--- src/rtl/trace_pkg.sv ---
// Shared types for the commit trace buffer.
// Session FSM encoding used by the capture controller.
package trace_pkg;

    typedef enum logic [1:0] {
        S_IDLE,
        S_ARMED,
        S_CAPTURE,
        S_DONE
    } state_t;

endpackage

--- src/rtl/trace_ram.sv ---
// Trace entry storage: one synchronous write port, one asynchronous read port.
// Kept apart so FPGA flows can map it onto distributed RAM.
module trace_ram #(
    parameter int  DEPTH   = 16,
    parameter type entry_t = logic,
    localparam int AW      = $clog2(DEPTH)
) (
    input  logic          clk,
    input  logic          we,
    input  logic [AW-1:0] waddr,
    input  entry_t        wdata,
    input  logic [AW-1:0] raddr,
    output entry_t        rdata
);

    entry_t mem [DEPTH];

    always_ff @(posedge clk) begin
        if (we) begin
            mem[waddr] <= wdata;
        end
    end

    assign rdata = mem[raddr];

endmodule

--- src/rtl/commit_trace_buffer.sv ---
// Cycle-stamped commit trace capture with PC trigger, stop/wrap modes
// and a show-ahead valid/ready readout port.
module commit_trace_buffer
    import trace_pkg::*;
#(
    parameter int  XLEN  = 32,
    parameter int  DEPTH = 16,
    parameter int  TS_W  = 16,
    parameter int  WRAP  = 0,
    localparam int AW    = $clog2(DEPTH),
    localparam int CW    = AW + 1
) (
    input  logic            clk,
    input  logic            reset,
    input  logic [XLEN-1:0] pc_in,
    input  logic [XLEN-1:0] instr_in,
    input  logic [XLEN-1:0] alu_in,
    input  logic            reg_write_in,
    input  logic            arm,
    input  logic            stop,
    input  logic            trig_en,
    input  logic [XLEN-1:0] trig_pc,
    input  logic            rd_ready,
    output logic            rd_valid,
    output logic [XLEN-1:0] rd_pc,
    output logic [XLEN-1:0] rd_instr,
    output logic [XLEN-1:0] rd_alu,
    output logic [TS_W-1:0] rd_ts,
    output logic [CW-1:0]   count,
    output logic            overflow,
    output logic            busy
);

    typedef struct packed {
        logic [TS_W-1:0] ts;
        logic [XLEN-1:0] pc;
        logic [XLEN-1:0] instr;
        logic [XLEN-1:0] alu;
    } entry_t;

    state_t          state;
    logic [AW-1:0]   wptr;
    logic [AW-1:0]   rptr;
    logic [CW-1:0]   cnt;
    logic [TS_W-1:0] ts;
    logic            ovf;
    logic            busy_q;

    entry_t wdata;
    entry_t head;
    logic   full;
    logic   hit;
    logic   active;
    logic   full_stop;
    logic   we;
    logic   drop;
    logic   pop;

    assign rd_valid = (state == S_DONE) && (cnt != '0);

    // arm wins over everything, so it masks both write and pop
    always_comb begin
        full      = (cnt == CW'(DEPTH));
        hit       = reg_write_in && (pc_in == trig_pc);
        active    = (state == S_ARMED) || (state == S_CAPTURE);
        full_stop = (WRAP == 0) && (state == S_CAPTURE) && full;
        we        = !arm && (((state == S_ARMED) && trig_en && hit) ||
                    ((state == S_CAPTURE) && reg_write_in && !full_stop));
        drop      = we && full;
        pop       = !arm && rd_valid && rd_ready;
        wdata     = '{ts: ts, pc: pc_in, instr: instr_in, alu: alu_in};
    end

    trace_ram #(
        .DEPTH   (DEPTH),
        .entry_t (entry_t)
    ) u_ram (
        .clk   (clk),
        .we    (we),
        .waddr (wptr),
        .wdata (wdata),
        .raddr (rptr),
        .rdata (head)
    );

    assign rd_pc    = rd_valid ? head.pc    : '0;
    assign rd_instr = rd_valid ? head.instr : '0;
    assign rd_alu   = rd_valid ? head.alu   : '0;
    assign rd_ts    = rd_valid ? head.ts    : '0;
    assign count    = cnt;
    assign overflow = ovf;
    assign busy     = busy_q;

    always_ff @(posedge clk or posedge reset) begin
        if (reset) begin
            state  <= S_IDLE;
            wptr   <= '0;
            rptr   <= '0;
            cnt    <= '0;
            ts     <= '0;
            ovf    <= 1'b0;
            busy_q <= 1'b0;
        end else if (arm) begin
            state  <= S_ARMED;
            wptr   <= '0;
            rptr   <= '0;
            cnt    <= '0;
            ts     <= '0;
            ovf    <= 1'b0;
            busy_q <= 1'b1;
        end else begin
            if (we) begin
                wptr <= wptr + 1'b1;
            end
            if (pop || drop) begin
                rptr <= rptr + 1'b1;
            end
            if (we && !drop) begin
                cnt <= cnt + 1'b1;
            end else if (pop) begin
                cnt <= cnt - 1'b1;
            end
            if (drop) begin
                ovf <= 1'b1;
            end
            // saturating session clock
            if (active && !(&ts)) begin
                ts <= ts + 1'b1;
            end
            unique case (state)
                S_ARMED: begin
                    if (stop) begin
                        state  <= S_DONE;
                        busy_q <= 1'b0;
                    end else if (!trig_en || hit) begin
                        state <= S_CAPTURE;
                    end
                end
                S_CAPTURE: begin
                    if (stop || full_stop) begin
                        state  <= S_DONE;
                        busy_q <= 1'b0;
                    end
                end
                S_DONE: begin
                    if (pop && (cnt == CW'(1))) begin
                        state <= S_IDLE;
                    end
                end
                default: begin
                end
            endcase
        end
    end

endmodule

--- config.mk ---
export PLATFORM = sky130hd
export DESIGN_NAME = commit_trace_buffer
export DESIGN_NICKNAME = d
export VERILOG_FILES = /design/src/rtl/trace_pkg.sv /design/src/rtl/trace_ram.sv /design/src/rtl/commit_trace_buffer.sv
export SDC_FILE = /design/constraint.sdc
export NUM_CORES = 1
export LEC_CHECK = 0
export ABC_AREA = 0
export CAP_MARGIN = 15
export CORE_MARGIN = 10
export CORE_UTILIZATION = 55
export CTS_CLUSTER_SIZE = 25
export DETAILED_ROUTE_END_ITERATION = 8
export PLACE_DENSITY = 0.84
export SYNTH_ARGS = -nofsm -noshare
export SYNTH_HDL_FRONTEND = slang
export SYNTH_HIERARCHICAL = 1
export SYNTH_SLANG_ARGS = --single-unit
--- constraint.sdc ---
create_clock -name clk -period 9.8 [get_ports clk]
set_clock_uncertainty 0.15 [all_clocks]
set_input_delay 1.96 -clock clk [delete_from_list [all_inputs] [get_ports clk]]
set_output_delay 1.96 -clock clk [all_outputs]
set_load 0.005 [all_outputs]
-- Word level (Yosys, flattened, before mapping)
Memories as Yosys holds them, arrays and structs flattened.
Index checks and enable logic that the tools add are counted.
Widths: inputs -> output; s select.
- register bits: 33
- bits in writable memories: 1792
- input bits: 135
- output and inout bits: 120
- logic and storage cells: 85
- memories kept: 1
- add/sub/neg operators: 5
- equality and inequality tests: 10
- muxes and demuxes: 27
- reductions and logical operators: 35
- memories (name ; words ; bits a word ; read ports ; clocked after memory_dff ; wr ports ; RTL line ; text):
    u_ram.mem ; 16 ; 112 ; 1 ; 0 ; 1 ; trace_ram.sv:16 ; entry_t mem [DEPTH];
- operators with widths (kind ; count):
    $mux 32 ; 3
    $mux 16 ; 3
    $eq 32x32->1 ; 1
    $add 16x1->16 const B ; 1
    $mux 4 ; 4
    $reduce_and 16->1 ; 1
    $mux 5 ; 3
    $logic_and 1x1->1 ; 14
    $mux 2 ; 5
    $add 4x1->4 const B ; 2
    $reduce_bool 2->1 ; 4
    $mux 1 ; 7
    $ne 3x2->1 const B ; 2
    $pmux 2 s3 ; 1
    $reduce_bool 3->1 ; 2
    $add 5x1->5 const B ; 1
    $eq 5x1->1 const B ; 1
    $eq 5x5->1 const B ; 1
    $logic_not 1->1 ; 5
    $logic_or 1x1->1 ; 5
    $reduce_bool 5->1 ; 1
    $sub 5x1->5 const B ; 1
    $eq 2x2->1 const B ; 2
    $ne 4x3->1 const B ; 1
    other kinds (6) ; 6

-- Logic depth before layout (Yosys ltp)
- word-level depth: 11
- gate-level depth with buffers: 9
- depth with buffers taken out: 9

-- Cells and area by module
The synthesis kept the hierarchy.
- by module, submodules not included (module ; times used ; cells each ; area each (um^2) ; sequential area each (um^2)):
    trace_ram ; 1 ; 2752 ; 66937.9 ; 53811.6
    commit_trace_buffer ; 1 ; 376 ; 3148.0 ; 825.8

-- Least setup slack after synthesis
Ideal clock, no wire load.
- kind: input-to-reg
- start: input port trig_pc[11]
- end: memory u_ram/mem[0][0] (netlist name), enable pin
- setup time: 0.720 ns
- arrival time: 11.308 ns
- data required time: 8.930 ns
- slack: -2.378 ns
- stages on the path: 8
- path buffers: 0
- cells stage by stage: xnor2_1 > nand4_1 > nor3_1 > nand4_4 > o21ai_4 > nor2b_1 > or3b_2 > nor3_1
- cells in the longest elaborated chain, start to end: 7
- RTL lines (element ; RTL line ; text):
    start: declaration ; commit_trace_buffer.sv:22 ; input logic [XLEN-1:0] trig_pc,
    $eq 32x32->1 ; commit_trace_buffer.sv:64 ; hit = reg_write_in && (pc_in == trig_pc);
    $logic_and 1x1->1 ; commit_trace_buffer.sv:64 ;
    $logic_and 1x1->1 ; commit_trace_buffer.sv:67 ; we = !arm && (((state == S_ARMED) && trig_en && hit) ||
    $logic_or 1x1->1 ; commit_trace_buffer.sv:67 ;
    $logic_and 1x1->1 ; commit_trace_buffer.sv:67 ;
    named net we ; commit_trace_buffer.sv:55 ; logic we;
    $mux 1 ; trace_ram.sv:19 ; if (we) begin
    $mux 1 (implied by the code) ; trace_ram.sv:20 ; mem[waddr] <= wdata;
    end: declaration ; trace_ram.sv:16 ;
The timed path passes the listed nets, and every way through them passes these cells.

-- Final worst setup path
- start: input port pc_in[11]
- end: memory u_ram/mem[3][62] (netlist name), enable pin
- cells in the longest elaborated chain, start to end: 7
- RTL lines (element ; RTL line ; text):
    start: declaration ; commit_trace_buffer.sv:15 ; input logic [XLEN-1:0] pc_in,
    $eq 32x32->1 ; commit_trace_buffer.sv:64 ;
    $logic_and 1x1->1 ; commit_trace_buffer.sv:64 ;
    $logic_and 1x1->1 ; commit_trace_buffer.sv:67 ;
    $logic_or 1x1->1 ; commit_trace_buffer.sv:67 ;
    $logic_and 1x1->1 ; commit_trace_buffer.sv:67 ;
    named net we ; commit_trace_buffer.sv:55 ;
    $mux 1 ; trace_ram.sv:19 ;
    $mux 1 (implied by the code) ; trace_ram.sv:20 ;
The timed path passes the listed nets, and every way through them passes these cells.

==> results.yml <==
clock_network:
  htreeDepth: 4
  cts_buffers: 172
  cts_max_path_buffers: 3
  postCtsSetupRepairBufs: 0
  ctsResizeCount: 0
  postCtsHoldBufs: 0
  numClockSinks: 1825
  cts-root-buf: "clkbuf_16"
  cts_tree: "built"
  worstSkewPairLatency_ns: 0.81
  clkTransAtPathRegs_ns: 0.06
detailed_routing:
  drc: 0
  routed_wl_um: 173000
  wire_per_inst_um: 33.1
  vias: 35000
  drtAntennaViolNets: 0
  avgViaCountPerCell: 6.67
  drtIter0Drc: 4531
  dr.pass1.iters: 5
global_route:
  antenna_found_initial: 22
  busiest_layer: "met2"
  use_met2_pct: 39.5
  grt.met3_usage_pct: 5.80
  grt-ovfl-total: 0
  grt_start_max_net_pins: 167
  met1_usage_pct: 32.9
  grt_pass1_wl_um: 255000
  track_usage_pct: 24.4
  grt_pass1_vias: 36300
synth:
  ys.flop_type: "edfxtp_1"
  post_synth_num_cell_types: 57
  avgSynthCellArea_um2: 22.4
  synthesis.nets: 3273
  synth_seq_area_share_pct: 78.0
  synth-seq-cells: 1825
  synth_area_um2: 70100
  syn_inst: 3128
  synthArstFlopShare_pct: 1.81
  yosysWarnings: 6
  synth_edf_count: 1792
die:
  die_w_um: 377
  core-area_um2: 126000
  dieArea_um2: 142000
  start_util_pct: 55.6
  ios: 255
  die_h_um: 377
  row_count: 130
sta:
  finalSetupViolCount: 0
  worst_slew_pin_slew_ns: 1.20
  rsz0062_at_grt: "no"
  fin_crit_sh_pct: 73.7
  max_freq_mhz: 138
  fin_crit_ns: 7.23
  tns_ns: 0
  hold_viol: 0
  slew_viol_final: 0
  setup_slack_ns: 2.57
  max-slew-margin-rel_pct: 20.2
  hold_ws_ns: 0.346
finish:
  syn2layout_area_growth_pct: 14.3
  nets: 3590
  instances_no_fill: 5238
  drive_gt1_share_pct: 21.7
place:
  place.gp.congestion: 0.793
  dp_cells: 4921
  dpl.hpwl_um: 85900
  io_buffers: 254
  pre_cts_ws_ns: 1.97
worst_setup_path:
  cp_top_family: "simple AND/OR/NAND/NOR gates"
  endpoint_kind: "flop"
  endpoint: "u_ram/mem[3][62]"
  critical_path_buf_inv_count: 2
  critPathLaunch: "pc_in[11]"
  reg2regPathDepth: 9
  crit_fanout: 38
  critPathRequiredTime_ns: 10.07
  reg2reg_slack_ns: 4.92
  startpoint_type: "primary input"
  cp_slowest_stage_delay_ns: 0.89
  r2r-start: "count[0]"
  path_class: "in2reg"
  worstPathArrival_ns: 7.50
  crit_slowest_cell: "xnor2_1"
  crit_cells: 10
  worstReg2RegEnd: "u_ram/mem[3][62]"
  crit_chain: "clkdlybuf4s50_1 > xnor2_1 > nand4_1 > nor3_1 > nand4_4 > o21ai_4 > nor2b_1 > or3b_2 > nor2_4 > buf_4"
pwr:
  power_density_nw_per_um2: 196
  peakVddDrop_uv: 189
  finalPower_mw: 15.7
  leakagePower_nw: 24.5
job:
  drv_cap: 0
status:
  status: "complete, no violations"
worst_hold_path:
  worstHoldPathType: "reg2reg"
==> stage by stage <==
step	util [%]	cell area, um^2
after detailed placement	59.2	74700
after CTS	63.5	80100
final	63.6	80100
after floorplan	-	70100
after global routing	63.5	80100
after global placement	59.2	74700
==> worst register-to-register path: stages, from the launching register on <==
cell     delay [ns]
dfrtp_1        0.49
inv_1          0.12
ha_1           0.29
nand3_2        0.23
nand3_1        0.34
o21ai_4        0.26
nor2b_1        0.47
or3b_2         0.64
nor2_4         0.75
buf_4          0.70
==> power by group <==
| group | internal, mW | total (mW) | switching, mW |
|---|---|---|---|
| logic | 0.239 | 0.549 | 0.311 |
| clock network | 3.65 | 6.50 | 2.86 |
| registers | 8.60 | 8.64 | 0.0400 |
==> synth_stat cells (all sizes together), types with 4 or more instances <==
master  instances  area share, %
a21oi           9          0.064
xor2           14           0.17
xnor2          25           0.31
nand4          11           0.12
a22oi         224            2.4
and3            5          0.052
clkbuf         74           0.40
mux2            4          0.064
mux4          448             14
buf            91           0.83
nor3            7          0.050
nand2b          5          0.045
o21ai          11           0.11
nand2         130           0.70
and2          114            1.0
inv            13          0.070
ha             10           0.18
nor2           45           0.24
nor2b          10           0.10
nand3b          4          0.043
nand3           7          0.064
mux2i           4          0.057
dfrtp          33            1.2
a31oi           4          0.057
or3             5          0.045
edfxtp       1792             77
==> cell usage in the layout (no fill, tap or decap), drive strengths merged, types with 3 or more instances in the layout <==
master / Yosys / routed
and2: 114 / 114
edfxtp: 1792 / 1792
o22ai: 3 / 3
nand2: 130 / 130
nor4: 3 / 3
buf: 91 / 54
nand3b: 4 / 4
nor2b: 10 / 10
or3: 5 / 5
bufinv: 0 / 15
a21oi: 9 / 9
mux2i: 4 / 4
a31oi: 4 / 4
clkinv: 1 / 73
nand3: 7 / 7
inv: 13 / 21
xnor2: 25 / 25
clkdlybuf4s50: 0 / 254
clkinvlp: 0 / 3
a22oi: 224 / 224
mux4: 448 / 448
mux2: 4 / 4
and3: 5 / 5
ha: 10 / 10
nand4: 11 / 11
nand2b: 5 / 5
xor2: 14 / 14
dfrtp: 33 / 33
and4: 3 / 3
nor3: 7 / 7
nor2: 45 / 45
clkbuf: 74 / 213
diode: 0 / 6
o21ai: 11 / 11
==> cells by family after synthesis <==
group | Yosys count | synth area share (%)
AOI/OAI and AO/OA | 266 | 2.90
buffers and inverters | 179 | 1.31
muxes | 456 | 14.5
and+or+nand+nor | 353 | 2.65
DFF | 1825 | 78.0
xor gates and xnor gates | 39 | 0.487
adders and majority gates | 10 | 0.179
==> layout make-up <==
cell class              count  area, um^2
flip-flops and latches   1825       54600
fillers                  7666       45900
multi-input cells        1124       14700
clock buffers             213        4480
repair buffers            308        3210
well taps                1650        2060
clock inverters            98         948
inverters                  14        52.6
diodes                      6        15.0
==> metal layers <==
layer	vias to the layer above	share of wire (%)
li1	13800	-
met4	16	2.8
met3	351	11
met5	-	0.056
met1	18300	36
met2	2457	50
==> how the worst min path moves through the flow <==
| stage | from | to | slack, ns | cells past startpoint |
|---|---|---|---|---|
| 2_1_floorplan | busy | busy | 0.32 | 1 |
| 3_3_place_gp | busy | busy | 0.31 | 1 |
| 3_5_place_dp | busy | busy | 0.33 | 1 |
| 4_1_cts | busy | busy | 0.35 | 1 |
| 5_1_grt | busy | busy | 0.38 | 1 |
| 6_report | busy | busy | 0.35 | 1 |
==> sequential cells by signal, indices dropped and copies added (netlist names) <==
signal,flops
busy,1
count,5
overflow,1
rptr,4
state,2
ts,16
u_ram/mem,1792
wptr,4
Note: power is estimated with default switching activity, not from simulation.
